$ cat src/rtl/player_pkg.sv
// Shared types and constants for the player sprite path: state encoding,
// sprite geometry, movement bit indices and the draw_player clamp rule.
package player_pkg;

  localparam int unsigned SPRITE_W  = 8;
  localparam int unsigned SPRITE_H  = 8;
  localparam int unsigned X_W       = 8;
  localparam int unsigned Y_W       = 7;
  localparam int unsigned C_W       = 3;
  localparam int unsigned MV_W      = 4;
  localparam int unsigned UP        = 0;
  localparam int unsigned DOWN      = 1;
  localparam int unsigned LEFT      = 2;
  localparam int unsigned RIGHT     = 3;
  localparam int unsigned X_MAX_DEF = 152;
  localparam int unsigned Y_MAX_DEF = 112;

  typedef enum logic [1:0] {
    S_IDLE,
    S_ERASE,
    S_REQ,
    S_REL
  } state_t;

  // One-step move with clamping; opposing keys together cancel.
  function automatic logic [X_W-1:0] clamp_step(input logic [X_W-1:0] pos,
                                                input logic inc,
                                                input logic dec,
                                                input logic [X_W-1:0] lim);
    if (inc && !dec && pos < lim) return pos + X_W'(1);
    if (dec && !inc && pos != '0) return pos - X_W'(1);
    return pos;
  endfunction

endpackage

$ cat src/rtl/sprite_fill.sv
// 8x8 rectangle scanner: on start, emits one pixel per cycle in row-major
// order from the given origin; done marks the final pixel.
module sprite_fill
  import player_pkg::*;
(
  input  logic           clk,
  input  logic           reset,
  input  logic           start,
  input  logic [X_W-1:0] origin_x,
  input  logic [Y_W-1:0] origin_y,
  input  logic [C_W-1:0] colour,
  output logic [X_W-1:0] x,
  output logic [Y_W-1:0] y,
  output logic [C_W-1:0] pixel_colour,
  output logic           plot,
  output logic           done
);

  localparam int unsigned EX_W = $clog2(SPRITE_W);
  localparam int unsigned EY_W = $clog2(SPRITE_H);

  logic [EX_W-1:0] ex;
  logic [EY_W-1:0] ey;
  logic [X_W-1:0]  base_x;

  always_ff @(posedge clk or posedge reset) begin
    if (reset) begin
      ex           <= '0;
      ey           <= '0;
      base_x       <= '0;
      x            <= '0;
      y            <= '0;
      pixel_colour <= '0;
      plot         <= 1'b0;
      done         <= 1'b0;
    end else if (start) begin
      ex           <= '0;
      ey           <= '0;
      base_x       <= origin_x;
      x            <= origin_x;
      y            <= origin_y;
      pixel_colour <= colour;
      plot         <= 1'b1;
      done         <= 1'b0;
    end else if (plot) begin
      if (ex == EX_W'(SPRITE_W - 1)) begin
        ex <= '0;
        x  <= base_x;
        if (ey == EY_W'(SPRITE_H - 1)) begin
          plot <= 1'b0;
        end else begin
          ey <= ey + EY_W'(1);
          y  <= y + Y_W'(1);
        end
      end else begin
        ex <= ex + EX_W'(1);
        x  <= x + X_W'(1);
      end
      // Flag the cycle that presents the last pixel of the rectangle.
      done <= (ex == EX_W'(SPRITE_W - 2)) && (ey == EY_W'(SPRITE_H - 1));
    end else begin
      done <= 1'b0;
    end
  end

endmodule

$ cat src/rtl/player_frame_ctrl.sv
// Per-frame sequencer ahead of draw_player: samples keys on the frame tick,
// erases the old sprite footprint, then runs the begin_draw/done handshake.
module player_frame_ctrl
  import player_pkg::*;
#(
  parameter int unsigned    FRAME_CYCLES = 833333,
  parameter int unsigned    X_INIT       = 76,
  parameter int unsigned    Y_INIT       = 90,
  parameter int unsigned    X_MAX        = X_MAX_DEF,
  parameter int unsigned    Y_MAX        = Y_MAX_DEF,
  parameter logic [C_W-1:0] BG_COLOUR    = 3'b000
) (
  input  logic            clk,
  input  logic            reset,
  input  logic            key_up,
  input  logic            key_down,
  input  logic            key_left,
  input  logic            key_right,
  output logic            begin_draw,
  output logic [MV_W-1:0] movement,
  input  logic            dp_done,
  input  logic [X_W-1:0]  dp_x,
  input  logic [Y_W-1:0]  dp_y,
  input  logic [C_W-1:0]  dp_colour,
  input  logic            dp_plot,
  output logic [X_W-1:0]  vga_x,
  output logic [Y_W-1:0]  vga_y,
  output logic [C_W-1:0]  vga_colour,
  output logic            vga_plot,
  output logic            overrun
);

  localparam int unsigned CNT_W = (FRAME_CYCLES > 1) ? $clog2(FRAME_CYCLES) : 1;

  state_t          state;
  logic [CNT_W-1:0] frame_cnt;
  logic            tick;
  logic [MV_W-1:0] key_meta, key_sync, mv;
  logic [X_W-1:0]  pos_x;
  logic [Y_W-1:0]  pos_y;
  logic [X_W-1:0]  fill_x;
  logic [Y_W-1:0]  fill_y;
  logic [C_W-1:0]  fill_colour;
  logic            fill_plot, fill_done;

  assign tick = (frame_cnt == CNT_W'(FRAME_CYCLES - 1));

  // Free-running frame timer.
  always_ff @(posedge clk or posedge reset) begin
    if (reset)     frame_cnt <= '0;
    else if (tick) frame_cnt <= '0;
    else           frame_cnt <= frame_cnt + CNT_W'(1);
  end

  always_ff @(posedge clk or posedge reset) begin
    if (reset) begin
      key_meta <= '0;
      key_sync <= '0;
    end else begin
      key_meta <= {key_right, key_left, key_down, key_up};
      key_sync <= key_meta;
    end
  end

  sprite_fill u_erase (
    .clk          (clk),
    .reset        (reset),
    .start        (tick && (state == S_IDLE)),
    .origin_x     (pos_x),
    .origin_y     (pos_y),
    .colour       (BG_COLOUR),
    .x            (fill_x),
    .y            (fill_y),
    .pixel_colour (fill_colour),
    .plot         (fill_plot),
    .done         (fill_done)
  );

  always_ff @(posedge clk or posedge reset) begin
    if (reset) begin
      state      <= S_IDLE;
      begin_draw <= 1'b0;
      movement   <= '0;
      overrun    <= 1'b0;
      mv         <= '0;
      pos_x      <= X_W'(X_INIT);
      pos_y      <= Y_W'(Y_INIT);
    end else begin
      // Ticks that land mid-sequence are dropped but remembered.
      if (tick && state != S_IDLE) overrun <= 1'b1;
      case (state)
        S_IDLE: begin
          if (tick) begin
            mv    <= key_sync;
            state <= S_ERASE;
          end
        end
        S_ERASE: begin
          if (fill_done) begin
            state      <= S_REQ;
            begin_draw <= 1'b1;
            movement   <= mv;
            pos_x      <= clamp_step(pos_x, mv[RIGHT], mv[LEFT], X_W'(X_MAX));
            pos_y      <= Y_W'(clamp_step(X_W'(pos_y), mv[DOWN], mv[UP], X_W'(Y_MAX)));
          end
        end
        S_REQ: begin
          if (dp_done) begin
            begin_draw <= 1'b0;
            state      <= S_REL;
          end
        end
        S_REL: begin
          if (!dp_done) state <= S_IDLE;
        end
        default: state <= S_IDLE;
      endcase
    end
  end

  // The erase engine owns the bus only while erasing; otherwise draw_player passes through.
  always_comb begin
    vga_x      = dp_x;
    vga_y      = dp_y;
    vga_colour = dp_colour;
    vga_plot   = dp_plot;
    if (state == S_ERASE) begin
      vga_x      = fill_x;
      vga_y      = fill_y;
      vga_colour = fill_colour;
      vga_plot   = fill_plot;
    end
  end

endmodule

$ cat config.mk
export PLATFORM = sky130hd
export DESIGN_NAME = player_frame_ctrl
export DESIGN_NICKNAME = d
export VERILOG_FILES = /design/src/rtl/player_pkg.sv /design/src/rtl/sprite_fill.sv /design/src/rtl/player_frame_ctrl.sv
export SDC_FILE = /design/constraint.sdc
export NUM_CORES = 1
export LEC_CHECK = 0
export BUFFER_PORTS_ARGS = -buffer_cell sky130_fd_sc_hd__buf_4
export CELL_PAD_IN_SITES_DETAIL_PLACEMENT = 0
export CELL_PAD_IN_SITES_GLOBAL_PLACEMENT = 2
export CORE_ASPECT_RATIO = 0.6
export CORE_UTILIZATION = 35
export CTS_BUF_LIST = sky130_fd_sc_hd__clkbuf_8
export DETAILED_ROUTE_END_ITERATION = 8
export GPL_ROUTABILITY_DRIVEN = 0
export PLACE_DENSITY_LB_ADDON = 0.1
export SYNTH_ARGS = -nofsm -noshare
export SYNTH_HDL_FRONTEND = slang
export SYNTH_SLANG_ARGS = --single-unit
$ cat constraint.sdc
create_clock -name clk -period 4.65 [get_ports clk]
set_input_delay 0.465 -clock clk [delete_from_list [all_inputs] [get_ports clk]]
set_output_delay 0.465 -clock clk [all_outputs]
set_load 0.02 [all_outputs]
; ---- Word level (Yosys, flattened, before mapping)
; Cells that the tools add are included.
; W data, S select, Z words.
[word_totals]
latch_bits = 0
regBits = 86
romBits = 0
mem_bits_rw = 0
elab_cells = 126
n_memories = 0
output_inout_bits = 25
[op_classes]
n_reduce_logical = 31
mux = 55
n_shift = 0
mul = 0
order_cmp = 2
n_addsub = 9
bitwise = 0
div = 0
n_eq_ne = 12
[op_table]
columns = cell, n
row1 = $mux W8, 8
row2 = $mux W7, 9
row3 = $mux W3, 8
row4 = $mux W1, 23
row5 = $add A20 B1 Y20 const B, 1
row6 = $eq A20 B20 Y1 const B, 1
row7 = $mux W20, 1
row8 = $add A8 B1 Y8 const B, 2
row9 = $add A7 B1 Y7 const B, 2
row10 = $reduce_and A3 Y1, 4
row11 = $reduce_bool A2 Y1, 6
row12 = $logic_and A1 B1 Y1, 11
row13 = $eq A3 B3 Y1 const B, 3
row14 = $lt A8 B8 Y1 const B, 1
row15 = $mux W2, 4
row16 = $pmux W2 S4, 1
row17 = $reduce_bool A8 Y1, 1
row18 = $sub A8 B1 Y8 const B, 1
row19 = $lt A7 B7 Y1 const B, 1
row20 = $reduce_bool A7 Y1, 1
row21 = $sub A7 B1 Y7 const B, 1
row22 = $add A3 B1 Y3 const B, 2
row23 = $ne A2 B2 Y1 const B, 3
row24 = $eq A2 B2 Y1 const B, 2
row25 = other kinds (7), 12

; ---- Longest topological paths before layout
; Gate-level depths: netlist (run 1).
[depth]
depth_word = 11
ltp_mapped = 9

; ---- Hierarchy
; A second synthesis (run 1) with hierarchy kept.
[unflattened]
hier_cells = 495
area_unflattened_um2 = 5013.6
[by_module_without_submodules]
columns = mod, n_inst, cells_each, seq_area_each_um2, area_per_inst_um2
row1 = player_frame_ctrl, 1, 315, 1385.1, 3220.6
row2 = sprite_fill, 1, 180, 850.8, 1793.0

; ---- Worst setup path before layout (run 1)
; OpenSTA, ideal clock, no wires.
[synth_timing]
path_type = flip-flop to output port
from = reg state[1]
to = out vga_x[6]
path_slack_ps = 2409
path_stages_with_launch = 6
t_arrival_ps = 1776
path_cell_list = dfrtp_1 > inv_1 > ha_1 > buf_1 > clkbuf_1 > mux2_2
[synth_via]
elab_chain_len = 2
[synth_rtl]
columns = element, line_no
row1 = from (decl), player_frame_ctrl.sv:35  ; state_t state;
row2 = from (signal assigned), player_frame_ctrl.sv:81  ; state <= S_IDLE;
row3 = from (signal assigned), player_frame_ctrl.sv:95  ; state <= S_ERASE;
row4 = from (signal assigned), player_frame_ctrl.sv:100  ; state <= S_REQ;
row5 = $eq A2 B1 Y1, player_frame_ctrl.sv:127  ; if (state == S_ERASE) begin
row6 = $mux W8, player_frame_ctrl.sv:127
row7 = to (decl), player_frame_ctrl.sv:26  ; output logic [X_W-1:0] vga_x,
; Every way passes these cells.

; ---- Final worst setup path (run 1)
[layout_timing]
from = reg state[1]
to = out vga_y[0]
[layout_via]
elab_chain_len = 2
[layout_rtl]
columns = element, line_no
row1 = $eq A2 B1 Y1, player_frame_ctrl.sv:127
row2 = $mux W7, player_frame_ctrl.sv:127
row3 = to (decl), player_frame_ctrl.sv:27  ; output logic [Y_W-1:0] vga_y,
; Every way passes these cells.

==> results of run 1 <==
==> through the flow <==
stage | cells | setup slack (ns)
after detailed placement | 665 | 1.93
after CTS | 681 | 1.84
after global placement | 665 | 2.01
final | 681 | 1.90
after global routing | 681 | 1.71
after floorplan | 460 | 1.97
==> cell usage in the layout, fill, tap and decap left out, types with 3 or more instances in the layout <==
cell	n
mux2i_1	10
o21ai_0	11
mux2_2	18
clkbuf_8	10
ha_1	20
nor2b_1	7
dfstp_2	7
nand4_1	14
inv_1	17
buf_4	53
and3_1	13
nand2_1	70
xor2_1	19
xnor2_1	18
nor2_1	49
nand3_1	15
o221ai_1	3
dfrtp_1	79
nor3_1	7
a21oi_2	8
clkinv_2	3
o21ai_1	8
a21oi_1	8
==> final cells by class <==
type	instances	area, um^2
clock buffers	10	138
clock inverters	6	77.6
fillers	1260	7500
inverters	16	61.3
multi-input cells	340	2300
flip-flops and latches	86	2160
well taps	170	213
repair buffers	53	398
==> registers in the layout (all words and copies together), names as in the netlist <==
signal          cells
frame_cnt          20
pos_x               8
u_erase.base_x      8
u_erase.x           8
pos_y               7
u_erase.y           7
key_meta            4
key_sync            4
movement            4
mv                  4
u_erase.ex          3
u_erase.ey          3
state               2
begin_draw          1
overrun             1
u_erase.done        1
u_erase.plot        1
==> layer usage <==
layer,vias up,routed length (um),part of all wire,global-route usage
met3,7,556,0.053,0.0397
met1,1596,5820,0.55,0.261
met2,77,4030,0.38,0.224
met4,0,96,0.0091,0.0438
met5,-,0,0,0
li1,1670,-,-,-
==> cell families after synthesis <==
family,Yosys count
and+or+nand+nor,196
DFF,86
AOI/OAI and AO/OA,57
buffers and inverters,34
muxes,30
xor gates and xnor gates,37
adders and majority gates,20
==> worst max-delay path, stage by stage, from the launching register on <==
cell and delay (ns):
dfrtp_1 0.42, inv_1 0.12, ha_1 0.79, mux2_2 0.42
buf_4 0.16
==> report_power, final <==
part / switching [mW] / internal, mW
registers: 0.000843 / 0.751
logic: 0.0177 / 0.0143
clock network: 0.271 / 0.312
total: 0.289 / 1.08
==> worst max path at each step <==
stage	end	cells past startpoint	start
detailed placement	pos_x[7]$_DFFE_PP0P_	6	state[1]$_DFFE_PP0P_
finish	vga_y[0]	4	state[1]$_DFFE_PP0P_
floorplan	begin_draw$_DFFE_PP0P_	1	reset
global route	pos_x[7]$_DFFE_PP0P_	6	state[1]$_DFFE_PP0P_
CTS	vga_y[0]	4	state[1]$_DFFE_PP0P_
global placement	pos_x[7]$_DFFE_PP0P_	6	state[1]$_DFFE_PP0P_
==> flow_summary.yaml, run 1 <==
timing:
  final.period_utilization: 0.592
  whs_ns: 0.203
  fin_crit_ns: 2.75
  fin_tns_setup_ns: 0
  slew_violations: 0
  finalSetupViolCount: 0
  rsz0062_at_grt: "no"
  max_freq_ghz: 0.363
  final_hold_viol_count: 0
  finalClockSkew_ns: 0.00941
  tightest_slew_ns: 0.956
  slew_headroom: 0.363
layout:
  area_delta_synth_final_pct: 15.8
  finalNetCount: 552
  utilization: 0.416
  drive_gt1_frac: 0.221
  fin_area_um2: 5350
  antennaDiodeCount: 0
global_route:
  grt_overflow: 0
  grt.total_usage: 0.167
  antenna_found_initial: 0
  grt_max_degree: 54
  grt_pass1_vias: 3354
  grt_pass1_wl_mm: 17.6
synthesis:
  synth_xor_area_frac: 0.0701
  async_reset_ff_frac: 1.00
  synthSimpleGateAreaFrac: 0.218
  synth_common_cells: "dfrtp_1, nand2_1, nor2_1"
  ys_types: 58
  yosysSeqAreaShare: 0.468
  synthMuxAreaShare: 0.0704
  synth_fa_ha_area_frac: 0.0542
  synth_top_family_by_area: "simple AND/OR/NAND/NOR gates"
  synth_area_per_cell_um2: 10.0
  syn_inst: 460
  ys_seq_elements: 86
  synth-main-ff-cell: "dfrtp_1"
  synth-compound-area-share: 0.0858
  ys_warn_count: 0
  synth_nets: 506
  yosysTopAreaCell: "dfrtp_1"
  yosysMostFrequentCell: "dfrtp_1"
  netlist_top_cells_area: "dfrtp_1, nand2_1, ha_1"
  synth_top_area_frac: 0.428
  synth_edf_count: 0
  netlist_area_um2: 4620
die:
  die_x_um: 150
  fp.dieH_um: 91
  core.rowCount: 32
  design.core.area_um2: 12900
  start_util: 0.360
  boundaryPins: 51
  dieArea_um2: 13700
detailed_routing:
  dr.first_iter.drc_count: 209
  drtPass1Iterations: 5
  drt-wirelength-per-cell_um: 15.4
  drc: 0
  wl_mm: 10.5
  vias: 3350
  vias_per_cell: 4.92
  ant_nets: 0
clocking:
  cts_root_buf: "clkbuf_8"
  htree_levels: 3
  clk_latency_ns: 0.36
  cts_sinks: 86
  cts_tree: "built"
  cts_setup_buffers: 0
  path_clk_slew_ns: 0.09
  cts-buffers-inserted: 9
  holdBufCountCts: 0
  cts_resized: 0
  clockBufferDepth: 2
power:
  fin_total_pwr_mw: 1.37
  power.density_nw_per_um2: 255
  leakagePower_nw: 2.62
  vdd_drop_max_v: 0.000133
critical_path:
  r2r_setup_slack_ns: 1.96
  start_kind: "flop"
  end_kind: "primary output"
  reg2reg_from: "state[1]$_DFFE_PP0P_"
  r2r_cells: 6
  worstSetupPathType: "flop to primary output"
  worstPathRequired_ns: 4.18
  path_max_fanout: 22
  cp.arrival_ns: 2.29
  r2r_end: "pos_x[7]$_DFFE_PP0P_"
hold_path:
  min_from: "key_left"
  hold_path_end: "key_meta[2]$_DFF_PP0_"
  min_path_type: "primary input to flop"
  hold_depth: 1
run:
  maxCapViolations: 0
placed_design:
  postPlaceCellArea_um2: 5130
  dp_hpwl_mm: 7.41
  io_buffers: 50
status:
  status: "finished clean"
Note: power is estimated with default switching activity, not from simulation.
==> inputs of run 2 (changes only) <==
Clock period 4.65 ns to 2.4 ns, I/O delays scaled along.
==> flow_summary.yaml, run 2 (synthesized netlist as in run 1, its figures left out) <==
global_route:
  busiest_layer: "met1"
  antenna_found_initial: 0
  grt.total_usage: 0.173
  grt_pass1_wl_mm: 18.0
  grt_pass1_vias: 3316
  grt_overflow: 0
  met2_usage: 0.230
  grt_max_degree: 33
  use_met1: 0.273
  use_met3: 0.0407
power:
  pwr-share-comb: 0.029
  p_sw_mw: 0.574
  leakagePower_nw: 2.68
  vdd_drop_max_v: 0.000227
  p_int_mw: 2.00
  seqPwrFrac: 0.566
  switching_share: 0.223
  power.density_nw_per_um2: 468
  power_frac_clock: 0.405
layout:
  fillers: 1265
  antennaDiodeCount: 0
  top_register: "frame_cnt"
  area_delta_synth_final_pct: 18.8
  final_common_cell: "dfrtp_1"
  largest_reg_flops: 20
  finalNetCount: 569
  drive_gt1_frac: 0.239
  layout_common_cells: "dfrtp_1, nand2_1, buf_4"
  utilization: 0.427
detailed_routing:
  drt-wirelength-per-cell_um: 15.2
  ant_nets: 0
  drc: 0
  vias: 3436
  drtPass1Iterations: 4
  dr.first_iter.drc_count: 140
  wl_mm: 10.6
  vias_per_cell: 4.92
clocking:
  clockBufferDepth: 2
  cts_tree: "built"
  cts_root_buf: "clkbuf_8"
  clk_latency_ns: 0.36
  path_clk_slew_ns: 0.09
  cts-buffers-inserted: 9
  cts_sinks: 86
  cts_resized: 0
  htree_levels: 3
die:
  die_x_um: 150
  boundaryPins: 51
  start_util: 0.360
  core.rowCount: 32
  design.core.area_um2: 12900
  fp.dieH_um: 91
  dieArea_um2: 13700
placed_design:
  io_buffers: 50
  place_ws_ns: 0.408
  dp_hpwl_mm: 7.71
critical_path:
  worstPathRequired_ns: 2.16
  worstSetupPathType: "flop to primary output"
  start_kind: "flop"
  end_kind: "primary output"
  cp.arrival_ns: 1.92
  r2r_setup_slack_ns: 0.40
  path_max_fanout: 21
status:
  status: "finished clean"
timing:
  max_freq_ghz: 0.462
  whs_ns: 0.241
  finalSetupViolCount: 0
  worst_slack_ns: 0.237
  final.period_utilization: 0.901
  finalClockSkew_ns: 0.00950
  slew_violations: 0
  final_hold_viol_count: 0
  rsz0062_at_grt: "no"
  tightest_slew_ns: 0.734
  fin_tns_setup_ns: 0
  slew_headroom: 0.506
  fin_crit_ns: 2.16
run:
  maxCapViolations: 0
hold_path:
  min_path_type: "primary input to flop"
==> run 2: changes by cell type in the layout (fill, tap and decap cells not counted), sizes merged <==
cell         delta
inv             -1
clkinvlp        +5
buf            +12
bufinv          -1
clkinv          -3
dlygate4sd3     +5
==> run 2: cell type report <==
cell class                 instances  area (um^2)  share of cell area
clock inverter                     6         63.8              0.0116
multi-input combinational        340         2300               0.419
tap                              170          213              0.0387
sequential                        86         2160               0.393
inverter                          16         63.8              0.0116
timing repair buffer              70          551               0.100
clock buffer                      10          138              0.0251
==> run 2: power by group through the flow <==
stage                     registers, mW  logic (mW)  clock network, mW
after floorplan                    1.48      0.0227                  0
after global placement             1.48      0.0704                  0
after detailed placement           1.49      0.0714                  0
after CTS                          1.46      0.0779               1.10
after global routing               1.46      0.0843               1.16
final                              1.46      0.0744               1.04
==> run 2: worst max-delay path, cell delays in order, from the launching register on <==
cell     delay (ns)
dfrtp_1        0.42
inv_1          0.12
ha_1           0.17
buf_4          0.28
mux2_2         0.38
buf_4          0.16
==> run 2: final timing paths <==
check / cells after the start / start / to
max in group asynchronous: 4 / reset / pos_y[4]$_DFFE_PP1P_
max reg2reg: 7 / pos_x[1]$_DFFE_PP0P_ / pos_x[7]$_DFFE_PP0P_
min in group asynchronous: 3 / reset / key_meta[3]$_DFF_PP0_
min: 4 / dp_done / begin_draw$_DFFE_PP0P_
max: 5 / state[1]$_DFFE_PP0P_ / vga_y[4]
min reg2reg: 0 / key_meta[0]$_DFF_PP0_ / key_sync[0]$_DFF_PP0_
==> run 2: per-layer routing <==
metal	wire length, um	vias up	part of all wire
met5	0	-	0
met4	84	0	0.0079
met3	479	12	0.045
met2	4070	69	0.38
met1	5950	1649	0.56
li1	-	1706	-
==> run 2: timing repair <==
item                                    CTS  global route
endpoints found under the setup margin    0             0
hold buffers                              5             0
buffers inserted                          0             0
endpoints found under the hold margin    24             0
==> run 2: stage by stage <==
| step | instance area, um^2 | power [mW] | cells |
|---|---|---|---|
| final | 5490 | 2.57 | 698 |
| after detailed placement | 5240 | 1.56 | 677 |
| after global placement | 5240 | 1.56 | 677 |
| after floorplan | 4620 | 1.51 | 460 |
| after CTS | 5490 | 2.63 | 698 |
| after global routing | 5490 | 2.70 | 698 |
==> inputs of run 3 (changes only) <==
Settings changed: SYNTH_HIERARCHICAL set to 1.
==> flow_summary.yaml, run 3 <==
status:
  status: "finished clean"
synthesis:
  async_reset_ff_frac: 1.00
  ys_warn_count: 6
  synth_top_area_frac: 0.409
  synth-main-ff-cell: "dfrtp_1"
  yosysMostFrequentCell: "dfrtp_1"
  yosysTopAreaCell: "dfrtp_1"
  netlist_area_um2: 5010
  synth_area_per_cell_um2: 10.1
  ys_seq_elements: 89
  syn_inst: 495
  synth_edf_count: 0
  synth_common_cells: "dfrtp_1, nand2_1, nor2_1"
  netlist_top_cells_area: "dfrtp_1, mux2_2, ha_1"
  ys_types: 67
  yosysSeqAreaShare: 0.446
critical_path:
  path_cells: "inv_1 -> ha_1 -> nand4b_1 -> or3_4 -> nor3_4 -> buf_12 -> or3b_1 -> or4_1 -> nand3_1"
  r2r_cells: 9
  r2r_end: "u_erase/x[7]$_DFFE_PP0P_"
  cp_slowest_cell: "or4_1"
  cp.arrival_ns: 2.59
  end_kind: "flop"
  reg2reg_from: "frame_cnt[1]$_DFF_PP0_"
  worstPathRequired_ns: 2.69
  cp.depth: 9
  r2r_setup_slack_ns: 0.10
  critPathLaunch: "frame_cnt[1]$_DFF_PP0_"
  path_max_fanout: 24
  worstSetupPathType: "flop to flop"
  slowest_delay_ns: 0.50
  crit_path_end: "u_erase/x[7]$_DFFE_PP0P_"
  start_kind: "flop"
  path_delay_family: "simple AND/OR/NAND/NOR gates"
  path_buf_inv: 2
timing:
  tightest_slew_ns: 0.617
  max_freq_ghz: 0.435
  final_hold_viol_count: 0
  fin_crit_ns: 2.30
  slew_headroom: 0.583
  slew_violations: 0
  finalSetupViolCount: 0
  whs_ns: 0.211
  finalClockSkew_ns: 0.0169
  rsz0062_at_grt: "no"
  final.period_utilization: 0.958
  fin_tns_setup_ns: 0
global_route:
  grt_max_degree: 35
  grt_overflow: 0
  antenna_found_initial: 0
  grt_pass1_wl_mm: 19.5
  grt.total_usage: 0.172
  grt_pass1_vias: 3596
layout:
  top_register: "frame_cnt"
  area_delta_synth_final_pct: 19.1
  antennaDiodeCount: 0
  drive_gt1_frac: 0.236
  layout_common_cells: "dfrtp_1, buf_4, nand2_1"
  fillers: 1331
  finalNetCount: 610
  final_common_cell: "dfrtp_1"
  largest_reg_flops: 20
power:
  power.density_nw_per_um2: 551
  vdd_drop_max_v: 0.000362
  leakagePower_nw: 2.72
placed_design:
  io_buffers: 50
  dp_hpwl_mm: 8.60
die:
  start_util: 0.362
  die_x_um: 157
  boundaryPins: 51
  dieArea_um2: 14800
  design.core.area_um2: 13800
  fp.dieH_um: 94.7
  core.rowCount: 33
detailed_routing:
  wl_met2_mm: 4.68
  dr.first_iter.drc_count: 207
  vias: 3864
  top_layer: "met4"
  drt-wirelength-per-cell_um: 15.5
  drc: 0
  vias_per_cell: 5.08
  dr_wl_met3_um: 412
  drt-met1-wl_mm: 6.61
  wl_mm: 11.8
  ant_nets: 0
  drtPass1Iterations: 4
clocking:
  cts_setup_buffers: 0
  cts_tree: "built"
  cts_root_buf: "clkbuf_8"
  cts_sinks: 89
  cts-buffers-inserted: 9
  clk_latency_ns: 0.37
  clockBufferDepth: 2
  htree_levels: 3
  path_clk_slew_ns: 0.10
hold_path:
  min_path_type: "primary input to flop"
run:
  maxCapViolations: 0
run 3: worst min path at each step:
| stage | from | endpoint | slack, ns | depth (start not counted) |
|---|---|---|---|---|
| 2_1_floorplan | key_up | key_meta[0]$_DFF_PP0_ | 0.27 | 0 |
| 3_3_place_gp | key_meta[0]$_DFF_PP0_ | key_sync[0]$_DFF_PP0_ | 0.34 | 0 |
| 3_5_place_dp | key_meta[1]$_DFF_PP0_ | key_sync[1]$_DFF_PP0_ | 0.33 | 0 |
| 4_1_cts | dp_done | begin_draw$_DFFE_PP0P_ | 0.19 | 3 |
| 5_1_grt | dp_done | begin_draw$_DFFE_PP0P_ | 0.21 | 3 |
| 6_report | dp_done | begin_draw$_DFFE_PP0P_ | 0.21 | 3 |
run 3: cell families after synthesis:
logic type | synth area share
other | 0.000748
AOI/OAI and AO/OA | 0.102
and+or+nand+nor | 0.210
buffers and inverters | 0.0394
muxes | 0.101
DFF | 0.446
adders and majority gates | 0.0474
xor gates and xnor gates | 0.0524
run 3: repair_timing:
item / 4_1_cts / 5_1_grt
hold buffers: 5 / 0
resized for setup: 0 / 1
setup endpoints to repair: 0 / 19
endpoints found under the hold margin: 39 / 0
run 3: where the power goes:
| part | internal (mW) | total [mW] | switching, mW |
|---|---|---|---|
| sequential | 1.52 | 1.55 | 0.0213 |
| combinational | 0.345 | 0.722 | 0.377 |
| clock | 0.472 | 1.02 | 0.550 |
run 3: tightest hold or removal path: stages:
cell,delay [ns]
buf_4,0.12
nand2_1,0.07
a22o_1,0.12
run 3: layout make-up:
type                    count  area, um^2  area share
clock buffers               9         124      0.0207
clock inverters             6        61.3      0.0103
repair buffers             76         612       0.102
multi-input cells         359        2590       0.433
well taps                 192         240      0.0402
flip-flops and latches     89        2240       0.374
inverters                  30         113      0.0189
run 3: per-stage QoR:
step | std cells | utilization | worst slack [ns] | instance area [um^2] | power (mW)
2_1_floorplan | 497 | - | 0.0742 | 5020 | 2.05
3_3_place_gp | 741 | 0.415 | 0.201 | 5730 | 2.29
3_5_place_dp | 741 | 0.415 | 0.163 | 5730 | 2.29
4_1_cts | 761 | 0.432 | 0.0664 | 5970 | 3.34
5_1_grt | 761 | 0.432 | 0.00248 | 5970 | 3.47
6_report | 761 | 0.432 | 0.102 | 5970 | 3.29
run 3: routing by layer:
layer,up-vias,track usage
met5,-,0
met4,0,0.0458
li1,1921,-
met1,1871,0.272
met2,65,0.226
met3,7,0.0418
